$ cat config.mk
export PLATFORM = sky130hd
export DESIGN_NAME = cw_bank_sequencer
export DESIGN_NICKNAME = d
export VERILOG_FILES = /design/src/rtl/cw_bank_sequencer.sv
export SDC_FILE = /design/constraint.sdc
export NUM_CORES = 1
export LEC_CHECK = 0
export ABC_AREA = 1
export BUFFER_PORTS_ARGS = -buffer_cell sky130_fd_sc_hd__buf_2
export CAP_MARGIN = 20
export CORE_MARGIN = 2
export CORE_UTILIZATION = 44
export CTS_CLUSTER_SIZE = 40
export DETAILED_ROUTE_END_ITERATION = 7
export PLACE_DENSITY = 0.73
export SETUP_SLACK_MARGIN = 0.02
export SLEW_MARGIN = 15
export SYNTH_ARGS = -nofsm -noshare
export SYNTH_HDL_FRONTEND = slang
export SYNTH_SLANG_ARGS = --single-unit
$ cat constraint.sdc
create_clock -name clk_i -period 1.8 [get_ports clk_i]
set_clock_uncertainty 0.15 [all_clocks]
set_input_delay 0.27 -clock clk_i [delete_from_list [all_inputs] [get_ports clk_i]]
set_output_delay 0.27 -clock clk_i [all_outputs]
set_load 0.03 [all_outputs]
$ cat src/rtl/cw_bank_sequencer.sv
// -----------------------------------------------------------------------------
// cw_bank_sequencer
//
// Control-word entry and single-step unit for board-level datapath bring-up.
// A wide control word is assembled bank by bank from the board switches into
// a live staging register. A debounced step button or an automatic run timer
// commits the staged word to the datapath through a valid/ready handshake.
//
// Ports
//   clk_i           system clock
//   rst_ni          asynchronous active-low reset
//   sw_i            raw switches: [BANK_BITS-1:0] bank data, upper SEL_BITS
//                   bank select
//   step_btn_ni     raw step button, active-low, asynchronous to clk_i
//   run_i           raw run-mode switch (1 = auto-step)
//   clear_ovr_i     synchronous clear of the overrun flag
//   cw_ready_i      datapath accepts the committed word
//   control_word_o  last committed word
//   cw_valid_o      control_word_o is waiting to be accepted
//   staged_word_o   live staging register, for display
//   bank_sel_o      synchronised bank select, for display
//   step_count_o    number of accepted commits, wraps at 2^16
//   overrun_o       sticky: a commit request was dropped
// -----------------------------------------------------------------------------
module cw_bank_sequencer #(
  parameter int CW_WIDTH        = 33,
  parameter int BANK_BITS       = 8,
  parameter int SEL_BITS        = 3,
  parameter int DEBOUNCE_CYCLES = 50000,
  parameter int RUN_PERIOD      = 25000000
) (
  input  logic                          clk_i,
  input  logic                          rst_ni,
  input  logic [BANK_BITS+SEL_BITS-1:0] sw_i,
  input  logic                          step_btn_ni,
  input  logic                          run_i,
  input  logic                          clear_ovr_i,
  input  logic                          cw_ready_i,
  output logic [CW_WIDTH-1:0]           control_word_o,
  output logic                          cw_valid_o,
  output logic [CW_WIDTH-1:0]           staged_word_o,
  output logic [SEL_BITS-1:0]           bank_sel_o,
  output logic [15:0]                   step_count_o,
  output logic                          overrun_o
);

  localparam int SW_W      = BANK_BITS + SEL_BITS;
  localparam int NUM_BANKS = (CW_WIDTH + BANK_BITS - 1) / BANK_BITS;
  localparam int DEB_W     = (DEBOUNCE_CYCLES > 1) ? $clog2(DEBOUNCE_CYCLES) : 1;
  localparam int RUN_W     = $clog2(RUN_PERIOD);

  localparam logic [DEB_W-1:0] DEB_LAST = DEB_W'(DEBOUNCE_CYCLES - 1);
  localparam logic [RUN_W-1:0] RUN_LAST = RUN_W'(RUN_PERIOD - 1);

  // ---------------------------------------------------------------------------
  // Two-flop synchronisers for everything coming from the board
  // ---------------------------------------------------------------------------
  logic [SW_W-1:0] sw_s1_q, sw_s2_q;
  logic            btn_s1_q, btn_s2_q;
  logic            run_s1_q, run_s2_q;

  always_ff @(posedge clk_i or negedge rst_ni) begin
    if (!rst_ni) begin
      sw_s1_q  <= '0;
      sw_s2_q  <= '0;
      btn_s1_q <= 1'b0;
      btn_s2_q <= 1'b0;
      run_s1_q <= 1'b0;
      run_s2_q <= 1'b0;
    end else begin
      sw_s1_q  <= sw_i;
      sw_s2_q  <= sw_s1_q;
      btn_s1_q <= step_btn_ni;
      btn_s2_q <= btn_s1_q;
      run_s1_q <= run_i;
      run_s2_q <= run_s1_q;
    end
  end

  logic [BANK_BITS-1:0] sw_data;
  logic [SEL_BITS-1:0]  bank_sel_s;

  assign sw_data    = sw_s2_q[BANK_BITS-1:0];
  assign bank_sel_s = sw_s2_q[SW_W-1:BANK_BITS];

  // ---------------------------------------------------------------------------
  // Staging register: the selected bank is overwritten every cycle. The top
  // bank is narrower when CW_WIDTH is not a multiple of BANK_BITS, so its
  // excess data bits never land anywhere. Select values with no matching
  // bank match no generate branch and leave the register untouched.
  // ---------------------------------------------------------------------------
  logic [CW_WIDTH-1:0] staged_q, staged_d;

  for (genvar gi = 0; gi < NUM_BANKS; gi++) begin : g_bank
    localparam int LO = gi * BANK_BITS;
    localparam int W  = ((CW_WIDTH - LO) < BANK_BITS) ? (CW_WIDTH - LO) : BANK_BITS;
    assign staged_d[LO +: W] = (bank_sel_s == SEL_BITS'(gi)) ? sw_data[W-1:0]
                                                             : staged_q[LO +: W];
  end

  always_ff @(posedge clk_i or negedge rst_ni) begin
    if (!rst_ni) begin
      staged_q <= '0;
    end else begin
      staged_q <= staged_d;
    end
  end

  // ---------------------------------------------------------------------------
  // Button debouncer FSM. The counter restarts on every state entry, so a
  // level is only accepted after DEBOUNCE_CYCLES consecutive samples inside
  // the debounce state. The press request fires once, on the DEB_PRESS->HELD
  // transition, so holding or bouncing cannot produce a second request.
  // ---------------------------------------------------------------------------
  typedef enum logic [1:0] {
    ST_IDLE        = 2'd0,
    ST_DEB_PRESS   = 2'd1,
    ST_HELD        = 2'd2,
    ST_DEB_RELEASE = 2'd3
  } btn_state_e;

  btn_state_e       state_q, state_d;
  logic [DEB_W-1:0] deb_cnt_q, deb_cnt_d;
  logic             press_req;

  always_ff @(posedge clk_i or negedge rst_ni) begin
    if (!rst_ni) begin
      state_q   <= ST_IDLE;
      deb_cnt_q <= '0;
    end else begin
      state_q   <= state_d;
      deb_cnt_q <= deb_cnt_d;
    end
  end

  always_comb begin
    state_d   = state_q;
    deb_cnt_d = deb_cnt_q;
    press_req = 1'b0;
    case (state_q)
      ST_IDLE: begin
        if (!btn_s2_q) begin
          state_d   = ST_DEB_PRESS;
          deb_cnt_d = '0;
        end
      end
      ST_DEB_PRESS: begin
        if (btn_s2_q) begin
          state_d   = ST_IDLE;
          deb_cnt_d = '0;
        end else if (deb_cnt_q == DEB_LAST) begin
          state_d   = ST_HELD;
          deb_cnt_d = '0;
          press_req = 1'b1;
        end else begin
          deb_cnt_d = deb_cnt_q + DEB_W'(1);
        end
      end
      ST_HELD: begin
        if (btn_s2_q) begin
          state_d   = ST_DEB_RELEASE;
          deb_cnt_d = '0;
        end
      end
      ST_DEB_RELEASE: begin
        if (!btn_s2_q) begin
          state_d   = ST_HELD;
          deb_cnt_d = '0;
        end else if (deb_cnt_q == DEB_LAST) begin
          state_d   = ST_IDLE;
          deb_cnt_d = '0;
        end else begin
          deb_cnt_d = deb_cnt_q + DEB_W'(1);
        end
      end
      default: begin
        state_d   = ST_IDLE;
        deb_cnt_d = '0;
      end
    endcase
  end

  // ---------------------------------------------------------------------------
  // Run timer: free-runs while run is high, parked at zero otherwise
  // ---------------------------------------------------------------------------
  logic [RUN_W-1:0] run_cnt_q;
  logic             timer_req;

  assign timer_req = run_s2_q && (run_cnt_q == RUN_LAST);

  always_ff @(posedge clk_i or negedge rst_ni) begin
    if (!rst_ni) begin
      run_cnt_q <= '0;
    end else if (!run_s2_q || timer_req) begin
      run_cnt_q <= '0;
    end else begin
      run_cnt_q <= run_cnt_q + RUN_W'(1);
    end
  end

  // ---------------------------------------------------------------------------
  // Commit and handshake. Button and timer requests landing together are one
  // request. A request is accepted when the output slot is free or is being
  // consumed this very cycle; otherwise it is dropped and flagged.
  // ---------------------------------------------------------------------------
  logic                commit_req, commit_take, commit_drop;
  logic [CW_WIDTH-1:0] control_word_q;
  logic                cw_valid_q;
  logic [15:0]         step_count_q;
  logic                overrun_q;

  assign commit_req  = press_req | timer_req;
  assign commit_take = commit_req & (~cw_valid_q | cw_ready_i);
  assign commit_drop = commit_req & cw_valid_q & ~cw_ready_i;

  always_ff @(posedge clk_i or negedge rst_ni) begin
    if (!rst_ni) begin
      control_word_q <= '0;
      cw_valid_q     <= 1'b0;
      step_count_q   <= '0;
      overrun_q      <= 1'b0;
    end else begin
      if (commit_take) begin
        control_word_q <= staged_q;
        cw_valid_q     <= 1'b1;
        step_count_q   <= step_count_q + 16'd1;
      end else if (cw_valid_q && cw_ready_i) begin
        cw_valid_q <= 1'b0;
      end

      // a drop in the same cycle as a clear keeps the flag set
      if (commit_drop) begin
        overrun_q <= 1'b1;
      end else if (clear_ovr_i) begin
        overrun_q <= 1'b0;
      end
    end
  end

  assign control_word_o = control_word_q;
  assign cw_valid_o     = cw_valid_q;
  assign staged_word_o  = staged_q;
  assign bank_sel_o     = bank_sel_s;
  assign step_count_o   = step_count_q;
  assign overrun_o      = overrun_q;

endmodule

* Word level (Yosys, flattened, before mapping) *
Cells that the tools add are included.

operators by class
  reduce and logical (&&, ||, !) cells = 10
  eq/ne operators = 13
  div/mod/pow operators = 0
  order comparisons = 0
  $mul = 0
  shift-type cells = 0
  $add $sub $neg = 3
  bitwise logic cells = 7
  multiplexer cells = 21

operators with widths
  operator               count
  $mux 16                5
  $pmux 16 s4            1
  $add 16x1->16 const B  2
  $add 25x1->25 const B  1
  $eq 25x25->1 const B   1
  $mux 25                1
  $eq 16x16->1 const B   1
  $mux 2                 6
  $pmux 2 s4             1
  $mux 1                 7
  $eq 3x2->1 const B     2
  $ne 3x3->1 const B     2
  $eq 2x2->1 const B     2
  $ne 2x2->1 const B     2
  $reduce_and 4->1       1
  $reduce_bool 2->1      2
  $and 1x1->1            3
  $eq 3x1->1 const B     1
  $eq 3x3->1 const B     1
  $logic_not 3->1        1
  $eq 2x1->1 const B     1
  $logic_and 1x1->1      2
  $logic_not 2->1        1
  $not 1->1              2
  4 further kinds        5

storage, ports and cells
  memories = 0
  flip-flop bits (word level) = 153
  output and inout port bits = 87
  memory bits (writable) = 0
  bits in read-only memories = 0
  bits in latches = 0

* Depth between registers and ports, before layout *
Gate-level depths: netlist of the first run.

  word-level depth = 8
  gate-level depth with buffers = 11
  mapped depth without buffers = 10

* Least setup slack after synthesis of the first run *
No wires, ideal clock.

  kind = reg2reg
  start = register step_count_q[0], in the netlist step_count_o[0]
  end = register step_count_q[14], in the netlist step_count_o[14]
  arrival time = 1,551 ps
  library setup time = 118 ps
  path buffers = 0
  path slack = -19 ps
  cell stages (with the launch flop) = 9
  period minus slack after synthesis = 1,819 ps
  path through = dfrtp_1 -> ha_1 -> nand2_1 -> nor3_1 -> nand3_1 -> nand2_1 -> nand2_1 -> nand3_1 -> nand2_1

on the way
  cells in the longest elaborated chain, start to end = 1

ends and longest elaborated chain
  what                    line  text
  from (decl)             209   logic [15:0] step_count_q;
  from (signal assigned)  226   step_count_q <= step_count_q + 16'd1;
  $add 16x1->16           226

No other way between the ends.
A chain may end at the register's enable or synchronous reset.

* Worst setup path in the final report of the first run *
  start = register run_cnt_q[18]
  end = register control_word_q[17], in the netlist control_word_o[17]

on the way
  cells in the longest elaborated chain, start to end = 4

ends and longest elaborated chain
  what                    line  text
  from (decl)             186   logic [RUN_W-1:0] run_cnt_q;
  from (signal assigned)  197   run_cnt_q <= run_cnt_q + RUN_W'(1);
  $eq 25x25->1            189   assign timer_req = run_s2_q && (run_cnt_q == RUN_LAST);
  $logic_and 1x1->1       189
  $or 1x1->1              212   assign commit_req = press_req | timer_req;
  $and 1x1->1             213   assign commit_take = commit_req & (~cw_valid_q | cw_ready_i);
  to (signal assigned)    224   control_word_q <= staged_q;
  to (decl)               207   logic [CW_WIDTH-1:0] control_word_q;

No other way between the ends.

==> flow_summary.json, run 1 <==
{
  "r2r_cells": 10,
  "r2r_slack_ns": -0.01,
  "cts.sinks": 153,
  "fin_ws_ns": -0.0132,
  "critPathMaxFanout": 25,
  "cp-end-kind": "register",
  "setup_viol": 11,
  "endpoint": "control_word_o[17]",
  "setup.worst_path.start": "run_cnt_q[18]",
  "route.detailed.drc": 0,
  "max_slew_margin_pct": 65.7,
  "grt-ovfl-total": 0,
  "dpl.hpwl_mm": 11.0,
  "start_kind": "register",
  "leakagePower_nw": 4.31,
  "grt_pass1_wl_mm": 26.5,
  "syn_area_mm2": 0.00670,
  "vias": 5842,
  "yosys_warnings": 0,
  "die_w_um": 127,
  "ios": 104,
  "root_buffer": "clkbuf_16",
  "yosysSeqAreaShare_pct": 57.2,
  "use_met3_pct": 3.43,
  "grt_max_degree": 51,
  "status": "complete, but fails checks",
  "cts_buffer_depth": 2,
  "drt_first_pass_iters": 5,
  "cp.required_ns": 1.97,
  "worstHoldPathType": "input port to register",
  "antenna_found_initial": 0,
  "cts_tree": "yes",
  "synth.distinct_cells": 28,
  "ff_latch_area_mm2": 0.00383,
  "rsz0062_at_grt": "true",
  "synth_cells": 786,
  "wl_mm": 16.6,
  "clk_pin_slew_ns": 0.07,
  "slew_viol_final": 0,
  "timing.final.crit_period_ns": 1.81,
  "die_h_um": 127,
  "fmax_mhz": 552,
  "r2r-start": "run_cnt_q[18]",
  "grt_pass1_vias": 5299,
  "diodes": 0,
  "reg2reg_to": "control_word_o[17]",
  "multi_input_area_mm2": 0.00259,
  "place_inst": 1093,
  "drv_cap": 0,
  "tns_ns": -0.0609,
  "avgSynthCellArea_um2": 8.52,
  "antenna_left": 0,
  "core_area_mm2": 0.0150,
  "crit_type": "register to register",
  "tightest_slew_ns": 0.513,
  "use_met1_pct": 29.3,
  "initial_core_util_pct": 44.6,
  "synthToLayoutAreaGrowth_pct": 28.9,
  "via_per_inst": 5.09,
  "synth_area_leaders": "dfrtp_1, nand2_1, nand3_1",
  "yosys.area.top_type": "dfrtp_1",
  "yosys_register_bits": 153,
  "fin_cells": 1148,
  "io_buffers": 103,
  "met2_usage_pct": 31.3,
  "ir_worst_vdd_mv": 0.697,
  "htree_num_levels": 4,
  "layout.nets": 967,
  "power_density_mw_per_mm2": 967,
  "cts-buffers-inserted": 17,
  "post-route-period-util_pct": 101,
  "violations": "negative setup slack",
  "synth.top_cell.area_share_pct": 57.2,
  "syn_nets": 806,
  "hold_viol_final": 0,
  "grt_usage_pct": 20.6,
  "gp_congestion": 0.925,
  "fillCellCount": 1300,
  "dieArea_mm2": 0.0162,
  "clk_latency_ns": 0.43,
  "rows": 45,
  "wl_per_cell_um": 14.5,
  "cp.arrival_ns": 1.98,
  "drive_above_1_share_pct": 23.3,
  "grt.busiest_layer": "met2",
  "first_iter_violations": 460
}
## registers in the layout, indices dropped and copies added, names as in the netlist, named ones only
signal          count
run_s2_q            1
deb_cnt_q          16
sw_s2_q            11
staged_word_o      33
overrun_o           1
step_count_o       16
control_word_o     33
state_q             1
run_cnt_q          25
sw_s1_q            11
cw_valid_o          1
btn_s2_q            1
btn_s1_q            1
run_s1_q            1
## layout by cell type (no fill, tap or decap), types with 8 or more instances in the layout
cell,n
inv_1,61
nand2_2,9
dlygate4sd3_1,15
nand2_1,242
o21ai_0,43
dfrtp_1,151
a21oi_1,10
buf_4,39
nand3_1,74
xnor2_1,8
buf_2,102
xor2_1,13
nor3_1,17
clkbuf_16,18
nor2_1,77
## cell type report
type / count / share of cell area [%]
multi-input cells: 544 / 30.0
clock inverters: 13 / 1.54
well taps: 188 / 2.73
flip-flops and latches: 153 / 44.4
repair buffers: 167 / 13.4
clock buffers: 19 / 5.13
inverters: 64 / 2.83
## cell usage after synthesis
cell and count:
nand2_1 250, dfrtp_1 153, nor2_1 88, nand3_1 78
inv_1 62, o21ai_0 46, nor3_1 18, xor2_1 13
a21oi_1 11, clkbuf_1 9, buf_4 8, xnor2_1 8
nand4_1 7, buf_6 5, o22ai_1 5, nor3b_1 4
a31oi_1 3, buf_2 3, ha_1 3, clkinv_1 2
nand2_2 2, nand2_4 2, a21o_1 1, nand3_2 1
nand3b_1 1, nor2_2 1, nor2_4 1, or2_2 1
## kinds of logic (layout without fill, tap and decap cells)
group           count (synthesis)  after routing  share of synthesized area, %
compound gates                 66             66                          5.12
buf+inv                        89            263                          6.05
xor+xnor                       21             21                          2.75
simple gates                  454            454                          28.4
fa+ha+maj                       3              3                         0.560
flops                         153            153                          57.2
## routing by layer
layer  part of all wire [%]  up-vias
li1                       -     2829
met1                     45     2803
met2                     47      179
met3                    4.9       31
met4                    2.9        0
met5                      0        -
## power by group
part           total [mW]  internal [mW]  switching, mW
Clock                3.49           1.98           1.52
Combinational        1.05          0.341          0.709
Sequential           3.80           3.63          0.167
## worst max-delay path, cell delays in order, from the launching register on
cell	delay [ns]
dfrtp_1	0.39
nand2_1	0.08
nor2_1	0.21
nand3_2	0.15
nor2_4	0.12
nand3_2	0.08
nand2_4	0.14
nand2_4	0.08
buf_12	0.17
nand2_1	0.07
nand2_1	0.05
## through the flow
stage / cell area, µm² / util (%) / setup slack [ns] / total power, mW / hold WS [ns]
detailed placement: 7690 / 51.1 / 0.0302 / 4.81 / 0.0110
global route: 8630 / 57.4 / -0.135 / 8.70 / 0.0372
finish: 8630 / 57.4 / -0.0132 / 8.35 / 0.0163
CTS: 8430 / 56.1 / 0.0375 / 8.33 / 0.0110
global placement: 7690 / 51.1 / 0.0701 / 4.79 / 0.00962
floorplan: 6700 / - / 0.0911 / 4.38 / -0.176
## worst min-delay path by stage
stage                from        end  cells after the start
6_report       cw_ready_i  overrun_o                      4
5_1_grt        cw_ready_i  overrun_o                      4
4_1_cts        cw_ready_i  overrun_o                      4
3_5_place_dp       rst_ni   btn_s1_q                      1
3_3_place_gp       rst_ni   btn_s1_q                      1
2_1_floorplan      rst_ni  async pin                      0
## repair_timing
item / 4_1_cts / 5_1_grt
hold endpoints to repair: 167 / 0
resized for setup: 2 / 40
buffers inserted: 1 / 6
gates cloned: 0 / 1
endpoints found under the setup margin: 5 / 60
pin swaps: 0 / 11
hold buffers: 15 / 0
Note: power is estimated with default switching activity, not from simulation.
==> run 2, diff against run 1 <==
==> constraint.sdc (replaced) <==
create_clock -name clk_i -period 1.72 [get_ports clk_i]
set_clock_uncertainty 0.15 [all_clocks]
set_input_delay 0.258 -clock clk_i [delete_from_list [all_inputs] [get_ports clk_i]]
set_output_delay 0.258 -clock clk_i [all_outputs]
set_load 0.03 [all_outputs]
==> run 2 against run 1 <==
Compared with the run above:
- total power increased by 5.2%
- via count decreased by 0.21%
- sequential power increased by 5%
- wire length increased by 2.1%
- highest routed layer unchanged
- combinational power increased by 9%
- worst hold slack improved by 0.0085 ns
- clock power increased by 5%
- design area increased by 3.0%
- final cell count increased by 1.7%
- sequential cell count unchanged
- global-route usage increased by 0.19 points
- the run still ends with negative setup slack left
==> flow_summary.json, run 2 (synthesis results as in run 1) <==
{
  "status": "complete, but fails checks",
  "violations": "negative setup slack",
  "cts-buffers-inserted": 17,
  "utilization_pct": 59.2,
  "dpl.hpwl_mm": 11.4,
  "design_power_total_mw": 8.78,
  "timing.final.crit_period_ns": 1.83,
  "worstHoldPathType": "input port to register",
  "grt-ovfl-total": 0,
  "vias": 5830,
  "critPathMaxFanout": 3,
  "cp.arrival_ns": 1.99,
  "tightest_slew_ns": 0.504,
  "ir_worst_vdd_mv": 0.714,
  "cts.sinks": 153,
  "power_density_mw_per_mm2": 987,
  "grt_usage_pct": 20.8,
  "layout_common_cells": "nand2_1, dfrtp_1, buf_2",
  "fillCellCount": 1245,
  "hold_viol_final": 0,
  "final_common_cell": "nand2_1",
  "rsz0062_at_grt": "true",
  "route.detailed.drc": 0,
  "cp-end-kind": "register",
  "crit_type": "register to register",
  "antenna_found_initial": 0,
  "via_per_inst": 4.99,
  "wl_mm": 17.0,
  "drt_first_pass_iters": 5,
  "cts_tree": "yes",
  "cts_buffer_depth": 2,
  "clk_latency_ns": 0.42,
  "io_buffers": 103,
  "setup_viol": 75,
  "diodes": 0,
  "htree_num_levels": 4,
  "initial_core_util_pct": 44.6,
  "drive_above_1_share_pct": 25.3,
  "fin_ws_ns": -0.108,
  "grt_pass1_wl_mm": 26.5,
  "gp_congestion": 0.901,
  "fmax_mhz": 547,
  "drv_cap": 0,
  "antenna_left": 0,
  "core_area_mm2": 0.0150,
  "die_w_um": 127,
  "rows": 45,
  "grt_pass1_vias": 5450,
  "die_h_um": 127,
  "post-route-period-util_pct": 106,
  "synthToLayoutAreaGrowth_pct": 32.8,
  "wl_per_cell_um": 14.5,
  "slew_viol_final": 0,
  "first_iter_violations": 471,
  "cp.required_ns": 1.88,
  "tns_ns": -5.48,
  "max_slew_margin_pct": 66.3,
  "start_kind": "register",
  "root_buffer": "clkbuf_16",
  "dieArea_mm2": 0.0162,
  "clk_pin_slew_ns": 0.06,
  "leakagePower_nw": 4.46,
  "layout.nets": 988,
  "grt_max_degree": 44,
  "ios": 104
}
-- run 2: cell types whose count changed in the layout (fill, tap and decap cells not counted), sizes merged --
cell / delta
bufinv: +1
clkbuf: +4
buf: +19
inv: -3
clkinvlp: -1
-- run 2: final cells by class --
| type | count | area, µm² | share of cell area [%] |
|---|---|---|---|
| multi-input combinational | 544 | 2600 | 29.3 |
| clock inverter | 10 | 116 | 1.31 |
| timing repair buffer | 188 | 1400 | 15.8 |
| sequential | 153 | 3830 | 43.1 |
| tap | 188 | 235 | 2.65 |
| inverter | 64 | 244 | 2.74 |
| clock buffer | 21 | 460 | 5.18 |
-- run 2: timing repair --
item / in CTS / in global routing
hold buffers: 15 / 0
endpoints found under the hold margin: 167 / 0
setup endpoints to repair: 55 / 87
pin swaps: 3 / 9
gates cloned: 1 / 3
resized for setup: 21 / 32
setup buffers: 5 / 6
-- run 2: report_power, final --
part	switching [mW]	total [mW]	internal [mW]
registers	0.174	3.98	3.80
clock network	1.45	3.66	2.21
logic	0.749	1.14	0.391
-- run 2: worst paths after layout --
| kind | slack (ns) | depth (start not counted) | endpoint | from |
|---|---|---|---|---|
| setup / recovery | -0.11 | 11 | run_cnt_q[16] | run_cnt_q[1] |
| hold / removal | 0.02 | 4 | overrun_o | cw_ready_i |
| setup reg to reg | -0.11 | 11 | run_cnt_q[16] | run_cnt_q[1] |
| hold reg to reg | 0.19 | 0 | sw_s2_q[1] | sw_s1_q[1] |
| max in group asynchronous | 0.74 | 3 | sw_s1_q[2] | rst_ni |
| min in group asynchronous | 0.17 | 2 | run_cnt_q[17] | rst_ni |
-- run 2: through the flow --
step	cells	area (µm²)	setup WS [ns]	hold WS (ns)
global route	1168	8890	-0.223	0.0436
floorplan	786	6700	0.0111	-0.188
finish	1168	8890	-0.108	0.0248
detailed placement	1107	7820	-0.0953	0.0549
CTS	1159	8680	-0.0783	0.0137
global placement	1107	7820	0.00629	0.0624
-- run 2: worst max-delay path: stages, from the launching register on --
cell	delay [ns]
dfrtp_1	0.37
ha_2	0.19
nand2_2	0.07
nor2_4	0.12
buf_4	0.13
buf_6	0.08
nand2_2	0.07
nor2_4	0.14
nand2_2	0.09
buf_4	0.16
nor2_2	0.10
nor3_2	0.06
-- run 2: routing by layer --
layer	up-vias	wire length, µm	track usage (%)	share of wire, %
met5	-	0	0	0
met3	31	772	4.77	4.5
met1	2771	7660	28.1	45
li1	2871	-	-	-
met4	0	385	8.60	2.3
met2	157	8170	32.7	48
==> run 3, diff against run 2 <==
==> constraint.sdc (replaced) <==
create_clock -name clk_i -period 2.2 [get_ports clk_i]
set_clock_uncertainty 0.15 [all_clocks]
set_input_delay 0.33 -clock clk_i [delete_from_list [all_inputs] [get_ports clk_i]]
set_output_delay 0.33 -clock clk_i [all_outputs]
set_load 0.03 [all_outputs]
==> run 3 against run 2 <==
Compared with the run above:
- the flow now finishes without violations
- worst setup slack better by 0.29 ns
- largest power group unchanged
- non-clock buffer count down 61
- first-iteration DRC count grew 1.5%
- wire length down 6.0%
- register-to-register slack improved by 0.29 ns
- utilization is 4.6 points lower
- combinational power is 33% lower
- global-route usage fell by 0.77 points
==> flow_summary.json, run 3 (synthesis results as in run 1) <==
{
  "cts_buffer_depth": 2,
  "power_density_mw_per_mm2": 830,
  "met2_usage_pct": 31.3,
  "cts.sinks": 153,
  "grt.busiest_layer": "met2",
  "layout.nets": 928,
  "drt_first_pass_iters": 5,
  "slowest_stage": "dfrtp_1",
  "wl_mm": 16.0,
  "root_buffer": "clkbuf_16",
  "die_w_um": 127,
  "use_met3_pct": 4.90,
  "htree_num_levels": 4,
  "tightest_slew_ns": 0.571,
  "rsz0062_at_grt": "true",
  "crit_type": "register to register",
  "switchingPower_mw": 1.97,
  "grt_pass1_wl_mm": 25.7,
  "dieArea_mm2": 0.0162,
  "fmax_mhz": 496,
  "grt_max_degree": 54,
  "use_met1_pct": 27.7,
  "drive_above_1_share_pct": 16.6,
  "tns_ns": 0,
  "max_slew_margin_pct": 62.0,
  "utilization_pct": 54.5,
  "initial_core_util_pct": 44.6,
  "wl_per_cell_um": 14.4,
  "cp.arrival_ns": 2.23,
  "start_kind": "register",
  "slew_viol_final": 0,
  "layout_common_cells": "nand2_1, dfrtp_1, buf_2",
  "vias": 5521,
  "route.detailed.drc": 0,
  "grt_usage_pct": 20.1,
  "cpMostUsedCell": "nand2_2",
  "final_common_cell": "nand2_1",
  "antenna_left": 0,
  "cp-end-kind": "register",
  "path_delay_family": "simple AND/OR/NAND/NOR gates",
  "worstHoldPathType": "input port to register",
  "leakagePower_nw": 4.10,
  "pwr-share-clk_pct": 43.0,
  "clk_latency_ns": 0.43,
  "critPathBufInv": 1,
  "slowest_delay_ns": 0.40,
  "io_buffers": 103,
  "grt_pass1_vias": 5113,
  "share_comb_of_total_power_pct": 11.2,
  "ir_worst_vdd_mv": 0.529,
  "via_per_inst": 4.98,
  "fillCellCount": 1348,
  "die_h_um": 127,
  "antenna_found_initial": 0,
  "critPathMaxFanout": 25,
  "dpl.hpwl_mm": 10.2,
  "grt-ovfl-total": 0,
  "drv_cap": 0,
  "cts-buffers-inserted": 17,
  "clk_pin_slew_ns": 0.07,
  "p_sw_share_pct": 29.0,
  "ios": 104,
  "cts_tree": "yes",
  "internal_power_mw": 4.83,
  "gp_congestion": 0.921,
  "core_area_mm2": 0.0150,
  "rows": 45,
  "timing.final.crit_period_ns": 2.02,
  "cts_setup_buffers": 0,
  "diodes": 0,
  "seqPwrFrac_pct": 45.7,
  "first_iter_violations": 478,
  "status": "completed",
  "cp.required_ns": 2.41,
  "post-route-period-util_pct": 91.6,
  "synthToLayoutAreaGrowth_pct": 22.4,
  "setup_viol": 0,
  "worstPathCellList": "ha_1 -> nand2_2 -> nor2_4 -> nand2_2 -> nor2_2 -> nand3_2 -> nand2_8 -> clkbuf_16 -> nand3_1 -> nand2_1",
  "hold_viol_final": 0
}
## run 3: cell count changes in the layout (fill, tap and decap cells not counted), sizes merged
| cell | change |
|---|---|
| clkinv | -2 |
| clkbuf | -5 |
| buf | -59 |
| clkinvlp | -1 |
| nand2 | +1 |
| inv | +8 |
| bufinv | -1 |
## run 3: routing by layer
metal | wire (µm) | share of wire, % | up-vias
met2 | 7350 | 46 | 157
met4 | 322 | 2.0 | 0
li1 | - | - | 2747
met1 | 7470 | 47 | 2593
met5 | 0 | 0 | -
met3 | 824 | 5.2 | 24
## run 3: power groups by stage
stage	Clock [mW]	Sequential, mW	Combinational (mW)
floorplan	0	3.32	0.262
detailed placement	0	3.16	0.749
finish	2.93	3.11	0.764
global placement	0	3.16	0.738
global route	3.11	3.13	0.842
CTS	2.99	3.11	0.774
## run 3: tightest hold or removal path, stage by stage
cell and delay, ns:
buf_2 0.08, nor2_1 0.04, nand2_1 0.05, o21ai_0 0.07
## run 3: timing repair
action	4_1_cts	5_1_grt
resized for setup	0	4
hold buffers	15	0
hold endpoints to repair	65	0
endpoints found under the setup margin	0	50
## run 3: layout make-up
class / instances / area, µm² / share of cell area, %
multi-input combinational: 545 / 2500 / 30.5
inverter: 64 / 240 / 2.93
sequential: 153 / 3830 / 46.7
tap: 188 / 235 / 2.87
timing repair buffer: 127 / 802 / 9.79
clock buffer: 18 / 439 / 5.36
clock inverter: 14 / 149 / 1.82
## run 3: worst paths after layout
check / slack, ns / from / to / cells after the start
worst min-delay path: 0.04 / cw_ready_i / overrun_o / 4
worst max-delay path: 0.18 / run_cnt_q[0] / step_count_o[6] / 10
worst max register to register: 0.18 / run_cnt_q[0] / step_count_o[6] / 10
max in group asynchronous: 0.99 / rst_ni / control_word_o[25] / 3
worst min register to register: 0.20 / sw_s1_q[5] / sw_s2_q[5] / 0
min in group asynchronous: 0.27 / rst_ni / btn_s1_q / 2
## run 3: metrics by stage
step           instances  hold WS, ns  power [mW]  worst slack, ns  instance area, µm²
2_1_floorplan        786       -0.116        3.58            0.381                6700
6_report            1109       0.0425        6.81            0.185                8200
3_5_place_dp        1060        0.175        3.91           0.0870                7390
3_3_place_gp        1060        0.171        3.90            0.174                7390
4_1_cts             1107       0.0323        6.87           0.0692                8130
5_1_grt             1109       0.0661        7.09           0.0153                8200
